[config.mk]
export PLATFORM = sky130hd
export DESIGN_NAME = addersub_pipe
export DESIGN_NICKNAME = d
export VERILOG_FILES = /design/src/rtl/addersub_pipe_pkg.sv /design/src/rtl/addersub_core.sv /design/src/rtl/addersub_pipe.sv
export SDC_FILE = /design/constraint.sdc
export NUM_CORES = 1
export LEC_CHECK = 0
export ABC_CLOCK_PERIOD_IN_PS = 1100
export CORE_MARGIN = 3
export CORE_UTILIZATION = 51
export DETAILED_ROUTE_END_ITERATION = 8
export DONT_BUFFER_PORTS = 1
export GPL_TIMING_DRIVEN = 0
export PLACE_DENSITY_LB_ADDON = 0.12
export SYNTH_ARGS = -nofsm -noshare
export SYNTH_HDL_FRONTEND = slang
export SYNTH_SLANG_ARGS = --single-unit
[constraint.sdc]
create_clock -name clk -period 1.1 [get_ports clk]
set_input_delay 0.055 -clock clk [delete_from_list [all_inputs] [get_ports clk]]
set_output_delay 0.055 -clock clk [all_outputs]
set_load 0.01 [all_outputs]
[src/rtl/addersub_pipe_pkg.sv]
// ----------------------------------------------------------------------------
// addersub_pipe_pkg
//   Shared definitions for the pipelined add/sub/set-less-than unit.
//   - op_t and the OP_* encodings of the 3-bit op field {is_slt, signext, addsub}
//   - OP_IS_SLT / OP_SIGNEXT / OP_ADDSUB bit positions within op_t
//   - op_is_sub(): whether an op performs a subtraction
//   The stage payload struct lives in addersub_pipe because its result field
//   is sized by that module's WIDTH parameter.
// ----------------------------------------------------------------------------
package addersub_pipe_pkg;

    typedef logic [2:0] op_t;

    localparam op_t OP_SUBU = 3'd0;
    localparam op_t OP_ADDU = 3'd1;
    localparam op_t OP_SUB  = 3'd2;
    localparam op_t OP_ADD  = 3'd3;
    localparam op_t OP_SLTU = 3'd4;
    localparam op_t OP_SLT  = 3'd6;

    localparam int unsigned OP_IS_SLT  = 2;
    localparam int unsigned OP_SIGNEXT = 1;
    localparam int unsigned OP_ADDSUB  = 0;

    // Set-less-than always compares via subtraction, whatever addsub says.
    function automatic logic op_is_sub(input op_t op);
        return op[OP_IS_SLT] | ~op[OP_ADDSUB];
    endfunction

endpackage

[src/rtl/addersub_core.sv]
// ----------------------------------------------------------------------------
// addersub_core
//   Combinational add/sub/set-less-than datapath on WIDTH-bit operands.
//   Ports:
//     opA, opB    in   WIDTH  operands
//     op          in   3      {is_slt, signext, addsub}
//     result      out  WIDTH  sum/difference, or zero-extended less-than bit
//     result_slt  out  1      bit WIDTH of the extended sum
//     overflow    out  1      signed overflow, only for ADD/SUB
// ----------------------------------------------------------------------------
module addersub_core
    import addersub_pipe_pkg::*;
#(
    parameter int unsigned WIDTH = 32
) (
    input  logic [WIDTH-1:0] opA,
    input  logic [WIDTH-1:0] opB,
    input  op_t              op,
    output logic [WIDTH-1:0] result,
    output logic             result_slt,
    output logic             overflow
);

    logic             w_is_slt;
    logic             w_signext;
    logic             w_sub;
    logic [WIDTH:0]   w_ext_a;
    logic [WIDTH:0]   w_ext_b;
    logic [WIDTH:0]   w_opnd_b;
    logic [WIDTH:0]   w_sum;

    always_comb begin
        w_is_slt  = op[OP_IS_SLT];
        w_signext = op[OP_SIGNEXT];
        w_sub     = op_is_sub(op);

        // One extra bit lets bit WIDTH act as the signed or unsigned borrow.
        w_ext_a = {w_signext & opA[WIDTH-1], opA};
        w_ext_b = {w_signext & opB[WIDTH-1], opB};

        w_opnd_b = w_sub ? ~w_ext_b : w_ext_b;
        w_sum    = w_ext_a + w_opnd_b + {{WIDTH{1'b0}}, w_sub};

        result     = w_is_slt ? {{(WIDTH-1){1'b0}}, w_sum[WIDTH]} : w_sum[WIDTH-1:0];
        result_slt = w_sum[WIDTH];
        // Top two bits disagree exactly when the signed result left WIDTH bits.
        overflow   = w_signext & ~w_is_slt & (w_sum[WIDTH] ^ w_sum[WIDTH-1]);
    end

endmodule

[src/rtl/addersub_pipe.sv]
// ----------------------------------------------------------------------------
// addersub_pipe
//   LATENCY-stage pipelined wrapper around addersub_core with valid/stall/flush.
//   Ports:
//     clk, resetn           clock, asynchronous active-low reset
//     in_valid              operands/op present this cycle
//     opA, opB, op          operands and op {is_slt, signext, addsub}
//     stall                 hold every stage (inputs not captured)
//     flush                 clear every stage valid; wins over stall
//     out_valid             result fields valid
//     result, result_slt    sum/difference (or SLT bit) and extended bit WIDTH
//     overflow              signed overflow for ADD/SUB
// ----------------------------------------------------------------------------
module addersub_pipe
    import addersub_pipe_pkg::*;
#(
    parameter int unsigned WIDTH   = 32,
    parameter int unsigned LATENCY = 1
) (
    input  logic             clk,
    input  logic             resetn,
    input  logic             in_valid,
    input  logic [WIDTH-1:0] opA,
    input  logic [WIDTH-1:0] opB,
    input  op_t              op,
    input  logic             stall,
    input  logic             flush,
    output logic             out_valid,
    output logic [WIDTH-1:0] result,
    output logic             result_slt,
    output logic             overflow
);

    typedef struct packed {
        logic             valid;
        logic [WIDTH-1:0] result;
        logic             result_slt;
        logic             overflow;
    } stage_t;

    logic [WIDTH-1:0] w_core_result;
    logic             w_core_slt;
    logic             w_core_ovf;

    // w_stage[0] is the combinational payload; w_stage[i] is the output of stage i.
    stage_t           w_stage [LATENCY+1];

    addersub_core #(
        .WIDTH (WIDTH)
    ) u_core (
        .opA        (opA),
        .opB        (opB),
        .op         (op),
        .result     (w_core_result),
        .result_slt (w_core_slt),
        .overflow   (w_core_ovf)
    );

    assign w_stage[0] = '{
        valid:      in_valid,
        result:     w_core_result,
        result_slt: w_core_slt,
        overflow:   w_core_ovf
    };

    for (genvar gi = 0; gi < LATENCY; gi++) begin : g_stage
        stage_t r_stage;

        always_ff @(posedge clk or negedge resetn) begin
            if (!resetn) begin
                r_stage <= '0;
            end else if (flush) begin
                // Data may go stale; only the valid matters once squashed.
                r_stage.valid <= 1'b0;
            end else if (!stall) begin
                r_stage <= w_stage[gi];
            end
        end

        assign w_stage[gi+1] = r_stage;
    end

    assign out_valid  = w_stage[LATENCY].valid;
    assign result     = w_stage[LATENCY].result;
    assign result_slt = w_stage[LATENCY].result_slt;
    assign overflow   = w_stage[LATENCY].overflow;

endmodule

; ---- Word-level counts from Yosys, hierarchy flattened
; Cells that the tools add are included.
[word_totals]
register_bits = 35
elab_cells = 23
[op_classes]
n_addsub = 2
eq_ne = 1
muxes = 4
bitwise_logic = 11
n_reduce_logical = 1
[ops]
columns = cell, n
row1 = 2-to-1 mux 35 bit, 1
row2 = adder 33 x 1 -> 33 bit, 1
row3 = adder 33 bit, 1
row4 = 2-to-1 mux 33 bit, 1
row5 = NOT 33 bit, 1
row6 = 2-to-1 mux 32 bit, 1
row7 = AND 1 bit, 4
row8 = NOT 1 bit, 4
row9 = != test 2 x 1 -> 1 bit (second input constant), 1
row10 = AND reduction 2 bit, 1
row11 = 2-to-1 mux 1 bit, 1
row12 = bitwise OR 1 bit, 1
row13 = XOR 1 bit, 1

; ---- Depth between registers and ports, before layout
[depth]
depth_word = 9
depth_mapped = 14
mapped_depth_nobuf = 12

; ---- Modules after synthesis
; A second synthesis with hierarchy kept.
[unflattened]
cells_unflattened = 430
area_unflattened_um2 = 3751.1
[modules_own_cells]
columns = module, instances, cells_per_inst, area_per_inst_um2
row1 = addersub_core, 1, 355, 2426.1
row2 = addersub_pipe, 1, 75, 1325.0

; ---- Worst setup path after synthesis
; Ideal clock, no wire load.
[synth_path]
path_kind = input-to-reg
from = input op[0]
to = register g_stage[0].r_stage (netlist bit overflow)
arrival_ps = 3072
required_time_ps = 978
path_slack_ps = -2094
stages = 13
cell_sequence = nor2b_1 -> clkbuf_1 -> buf_1 -> xnor2_1 -> ha_1 -> a211oi_1 -> a21oi_1 -> o32ai_4 -> o21ai_0 -> o2bb2ai_1 -> nor2_2 -> xnor3_1 -> a32o_1
[synth_between]
elab_chain_len = 7
[synth_lines]
columns = item, line
row1 = start: declaration, addersub_pipe.sv:25  ; input op_t op,
row2 = NOT 1 bit *, addersub_pipe_pkg.sv:27  ; return op[OP_IS_SLT] | ~op[OP_ADDSUB];
row3 = bitwise OR 1 bit *, addersub_pipe_pkg.sv:27
row4 = 2-to-1 mux 33 bit, addersub_core.sv:41  ; w_opnd_b = w_sub ? ~w_ext_b : w_ext_b;
row5 = adder 33 bit, addersub_core.sv:42  ; w_sum = w_ext_a + w_opnd_b + {{WIDTH{1'b0}}, w_sub};
row6 = adder 33 x 1 -> 33 bit *, addersub_core.sv:42
row7 = XOR 1 bit *, addersub_core.sv:47  ; overflow = w_signext & ~w_is_slt & (w_sum[WIDTH] ^ w_sum[WIDTH-1]);
row8 = AND 1 bit *, addersub_core.sv:47
row9 = end signal: assignment, addersub_pipe.sv:76  ; r_stage <= w_stage[gi];
row10 = end: declaration, addersub_pipe.sv:67  ; stage_t r_stage;
; Every way passes the cells marked *; elsewhere a longest branch is shown, timed or not.
; A chain may end at the register's enable or synchronous reset.

; ---- Worst setup path in the final report
[layout_path]
from = input op[0]
to = register g_stage[0].r_stage (netlist bit result[31])
[layout_between]
elab_chain_len = 6
[layout_lines]
columns = item, line
row1 = NOT 1 bit *, addersub_pipe_pkg.sv:27
row2 = bitwise OR 1 bit *, addersub_pipe_pkg.sv:27
row3 = 2-to-1 mux 33 bit, addersub_core.sv:41
row4 = adder 33 bit, addersub_core.sv:42
row5 = adder 33 x 1 -> 33 bit *, addersub_core.sv:42
row6 = 2-to-1 mux 32 bit *, addersub_core.sv:44  ; result = w_is_slt ? {{(WIDTH-1){1'b0}}, w_sum[WIDTH]} : w_sum[WIDTH-1:0];
; Marked as above.

==> summary.md <==
| Metric | Value |
|---|---|
| Post-layout min period | `2758 ps` |
| Violations in the final reports | `negative setup slack` |
| Area growth from synthesis to layout | `57.54%` |
| Total die area | `0.007492 mm^2` |
| Buffers added on ports | `0` |
| Fin. max-slew vios | `0` |
| Insertion delay of the later-clocked pin in the worst-skew pair | `290 ps` |
| Synthesis-stage register bit count | `35` |
| Root Driver | `sky130_fd_sc_hd__clkbuf_8` |
| Clock buffers created by TritonCTS | `5` |
| Power density normalized to cell area | `1331 mW/mm^2` |
| Final nets | `589` |
| Share of the yosys chip area belonging to registers | `26.47%` |
| Worst-case setup margin in the final layout | `-1658 ps` |
| Worst-Margin Slew | `832.2 ps` |
| Commonest register cell after synthesis | `sky130_fd_sc_hd__dfrtp_1` |
| Total number of clock tree sinks | `35` |
| Endpoint arrival time on the critical path | `2910 ps` |
| EDFF count, synth | `0` |
| Synth area leader | `sky130_fd_sc_hd__dfrtp_1` |
| Post-synth cell types | `59` |
| Area of the core | `0.006096 mm^2` |
| Wire per inst | `23.57 um` |
| Run status | `finished with violations` |
| DRC violation count after routing | `0` |
| Via count of the first global-routing pass | `3,337` |
| Syn_area_per_cell | `8.421 um^2` |
| Tcrit/Tclk final | `250.8%` |
| RePlAce Congestion | `0.8999` |
| Die span in x | `86.56 um` |
| Number of max-cap violations | `0` |
| FILL cells | `291` |
| Relative slew slack | `44.32%` |
| Vias per cell | `6.659` |
| Initial Util | `54.29%` |
| Max IR drop VDD | `955.2 uV` |
| Maximum number of pins on one net before global-route repair | `36` |
| Remaining Overflow, GRT | `0` |
| Part of the total power dissipated in sequential elements | `26.8%` |
| Capturing element type of the critical path | `flop` |
| Longest Clk Path Bufs | `2` |
| RSZ-0062 raised after global routing | `yes` |
| Detail Route Antenna Nets | `0` |
| Fraction of post-synthesis cell area in the top cell type by area | `26.47%` |
| Net switching power of the design | `0.002868 W` |
| Setup violation total in the final timing report | `33` |
| Fraction of power consumed by the clock network | `15.9%` |
| Number of search-and-repair iterations in the first detailed-routing pass | `8` |
| Total area of multi-input combinational cells | `0.003157 mm^2` |
| First-pass GRT wire length | `16.97 mm` |
| TritonCTS clock tree | `yes` |
| Detailed placement HPWL | `7.111 mm` |
| Number of failing hold endpoints at the final stage | `0` |
| Critical path type | `primary input to flop` |
| Total number of yosys warnings | `0` |
| Ys async rst share | `100.0%` |
| Post-synthesis instance area | `0.003309 mm^2` |
| Highest clock rate | `362.5 MHz` |
| WL final | `13.20 mm` |
| Syn_nets | `498` |
| Path category of the worst min-delay check | `primary input to flop` |
| CP Max Fanout | `7` |
| GRT Util Overall | `28.84%` |
| Reg area | `875.8 um^2` |
| Sw Ratio | `41.31%` |
| Proportion of power drawn by combinational gates | `57.3%` |
| Leakage power figure | `2.229 nW` |
| Synthesized instance count | `393` |
| Top area cells in the synthesized netlist | `sky130_fd_sc_hd__dfrtp_1, sky130_fd_sc_hd__ha_1, sky130_fd_sc_hd__xnor2_1` |
| Share of layout cells above drive strength 1 | `44.33%` |
| Number of inserted diodes | `0` |
| Final core utilization | `85.53%` |
| DRC violation total after the first TritonRoute iteration | `296` |
| Power, Total | `0.006941 W` |
| Total number of vias | `3,729` |
| Vertical die dimension | `86.56 um` |
| Number of antenna violations at the first check in global routing | `0` |
| Kind of start point of the critical path | `primary input` |
| Boundary pin count | `107` |
| Cell internal pwr | `0.004074 W` |
| Clock-pin slew on the worst setup and hold paths | `70 ps` |
| Data required time of the worst path | `1250 ps` |
| Cell Rows | `28` |
| Clock tree skew after final layout | `0 ps` |
| H-tree levels | `2` |
==> cells in the mapped netlist, types with 2 or more instances <==
cell type / number
sky130_fd_sc_hd__a211o_1: 2
sky130_fd_sc_hd__a211oi_1: 4
sky130_fd_sc_hd__a21o_1: 10
sky130_fd_sc_hd__a21oi_1: 31
sky130_fd_sc_hd__a221oi_1: 2
sky130_fd_sc_hd__a22o_1: 3
sky130_fd_sc_hd__a31o_2: 2
sky130_fd_sc_hd__a31oi_1: 4
sky130_fd_sc_hd__a32o_1: 2
sky130_fd_sc_hd__and3_1: 3
sky130_fd_sc_hd__buf_1: 3
sky130_fd_sc_hd__clkbuf_1: 12
sky130_fd_sc_hd__dfrtp_1: 35
sky130_fd_sc_hd__ha_1: 32
sky130_fd_sc_hd__inv_1: 8
sky130_fd_sc_hd__nand2_1: 53
sky130_fd_sc_hd__nand2b_1: 2
sky130_fd_sc_hd__nand3_1: 6
sky130_fd_sc_hd__nand3b_1: 2
sky130_fd_sc_hd__nand4_1: 3
sky130_fd_sc_hd__nor2_1: 14
sky130_fd_sc_hd__nor2b_1: 3
sky130_fd_sc_hd__nor3_1: 3
sky130_fd_sc_hd__nor3b_1: 2
sky130_fd_sc_hd__nor4b_1: 2
sky130_fd_sc_hd__o211ai_1: 5
sky130_fd_sc_hd__o21a_1: 3
sky130_fd_sc_hd__o21ai_0: 45
sky130_fd_sc_hd__o21bai_1: 2
sky130_fd_sc_hd__o31ai_1: 5
sky130_fd_sc_hd__or2_2: 2
sky130_fd_sc_hd__or3_1: 3
sky130_fd_sc_hd__xnor2_1: 42
sky130_fd_sc_hd__xor2_1: 18
==> through the flow <==
stage	instance area, um^2	std cells	hold slack [ps]	TNS (ps)	setup WS (ps)
2_1_floorplan	3422	393	-240.6	-35560	-1634
3_3_place_gp	3516	468	-239.8	-45410	-2121
3_5_place_dp	3516	468	-239.8	-46510	-2179
4_1_cts	4604	523	23.27	-32070	-1447
5_1_grt	5214	560	99.07	-38620	-1674
6_report	5214	560	58.53	-36920	-1658
==> cells in the final DEF (no fill, tap or decap), types with 3 or more instances in the layout <==
cell and instances:
sky130_fd_sc_hd__buf_4 51, sky130_fd_sc_hd__nand2_1 48, sky130_fd_sc_hd__dfrtp_1 35, sky130_fd_sc_hd__o21ai_1 27, sky130_fd_sc_hd__buf_6 27, sky130_fd_sc_hd__xnor2_1 22
sky130_fd_sc_hd__ha_1 20, sky130_fd_sc_hd__xnor2_2 17, sky130_fd_sc_hd__a21oi_2 16, sky130_fd_sc_hd__xor2_1 13, sky130_fd_sc_hd__o21ai_2 11, sky130_fd_sc_hd__a21oi_1 11
sky130_fd_sc_hd__a21o_1 10, sky130_fd_sc_hd__nor2_1 9, sky130_fd_sc_hd__inv_1 8, sky130_fd_sc_hd__clkbuf_8 8, sky130_fd_sc_hd__ha_4 7, sky130_fd_sc_hd__buf_12 6
sky130_fd_sc_hd__clkbuf_1 6, sky130_fd_sc_hd__dlygate4sd3_1 6, sky130_fd_sc_hd__o211ai_1 5, sky130_fd_sc_hd__o21ai_0 5, sky130_fd_sc_hd__xor2_2 5, sky130_fd_sc_hd__ha_2 5
sky130_fd_sc_hd__a21oi_4 4, sky130_fd_sc_hd__nand3_1 4, sky130_fd_sc_hd__nor2_2 4, sky130_fd_sc_hd__xnor2_4 3, sky130_fd_sc_hd__or3_1 3, sky130_fd_sc_hd__nand4_1 3
sky130_fd_sc_hd__o21a_1 3, sky130_fd_sc_hd__a22o_1 3, sky130_fd_sc_hd__a31oi_4 3
==> power by group through the flow <==
stage | sequential [W] | clock, W | combinational, W
after global routing | 0.00189 | 0.00115 | 0.00418
final | 0.00186 | 0.00110 | 0.00398
after floorplan | 0.00181 | 0 | 0.00172
after global placement | 0.00187 | 0 | 0.00206
after CTS | 0.00186 | 0.00109 | 0.00311
after detailed placement | 0.00188 | 0 | 0.00210
==> worst max-delay path, stage by stage <==
cell and delay, ps:
sky130_fd_sc_hd__nor2b_4 200, sky130_fd_sc_hd__buf_6 170, sky130_fd_sc_hd__buf_12 150, sky130_fd_sc_hd__xnor2_1 80
sky130_fd_sc_hd__ha_1 340, sky130_fd_sc_hd__buf_4 180, sky130_fd_sc_hd__nand4_1 200, sky130_fd_sc_hd__nor2_1 230
sky130_fd_sc_hd__nand2_1 120, sky130_fd_sc_hd__nor3_1 230, sky130_fd_sc_hd__a21oi_2 130, sky130_fd_sc_hd__o21ba_4 240
sky130_fd_sc_hd__buf_4 130, sky130_fd_sc_hd__buf_6 110, sky130_fd_sc_hd__xor2_1 220, sky130_fd_sc_hd__o21ai_1 120
==> logic make-up (layout without fill, tap and decap cells) <==
kind of cell / after synthesis / in the layout / synth area share [%]
compound gates: 134 / 134 / 26.31
simple gates: 104 / 104 / 14.75
xor+xnor: 61 / 61 / 16.56
flops: 35 / 35 / 26.47
fa+ha+maj: 33 / 33 / 12.70
buf+inv: 25 / 117 / 2.911
mux: 1 / 1 / 0.3025
==> final timing paths <==
path | start | end | slack [ps] | depth (start not counted)
worst max-delay path | op[0] | result[31] | -1660 | 16
worst min-delay path | opB[0] | result[0] | 60 | 3
worst max register to register | result[30] | result[30] | 90 | 2
worst min register to register | result[20] | result[20] | 550 | 2
max in group asynchronous | resetn | overflow | 700 | 2
min in group asynchronous | resetn | result[1] | 210 | 2
==> state kept, by name, indices dropped and copies added, names as in the netlist <==
| register | count |
|---|---|
| result | 32 |
| result_slt | 1 |
| out_valid | 1 |
| overflow | 1 |
==> cell type report <==
class                           instances  share of cell area [%]
Multi-Input combinational cell        333                   60.55
Tap cell                               75                   1.800
Buffer                                 15                   2.784
Inverter                                8                  0.5760
Timing Repair Buffer                   86                   15.57
Clock buffer                            8                   1.920
Sequential cell                        35                   16.80
==> metal layers <==
metal  up-vias  track usage, %  routed length, um
met5         -               0                  0
met4         0           7.224                681
met3        57           5.798               1213
met2       260           50.56               6591
met1      1802           36.18               4714
li1       1610               -                  -
==> repair_timing <==
item / CTS / global route
cloned: 2 / 0
hold endpoints to repair: 40 / 0
resized for setup: 139 / 78
hold buffers: 7 / 0
pin swaps: 62 / 75
setup buffers: 41 / 46
setup endpoints to repair: 34 / 34
No activity file was read; power rests on OpenSTA's default activity.
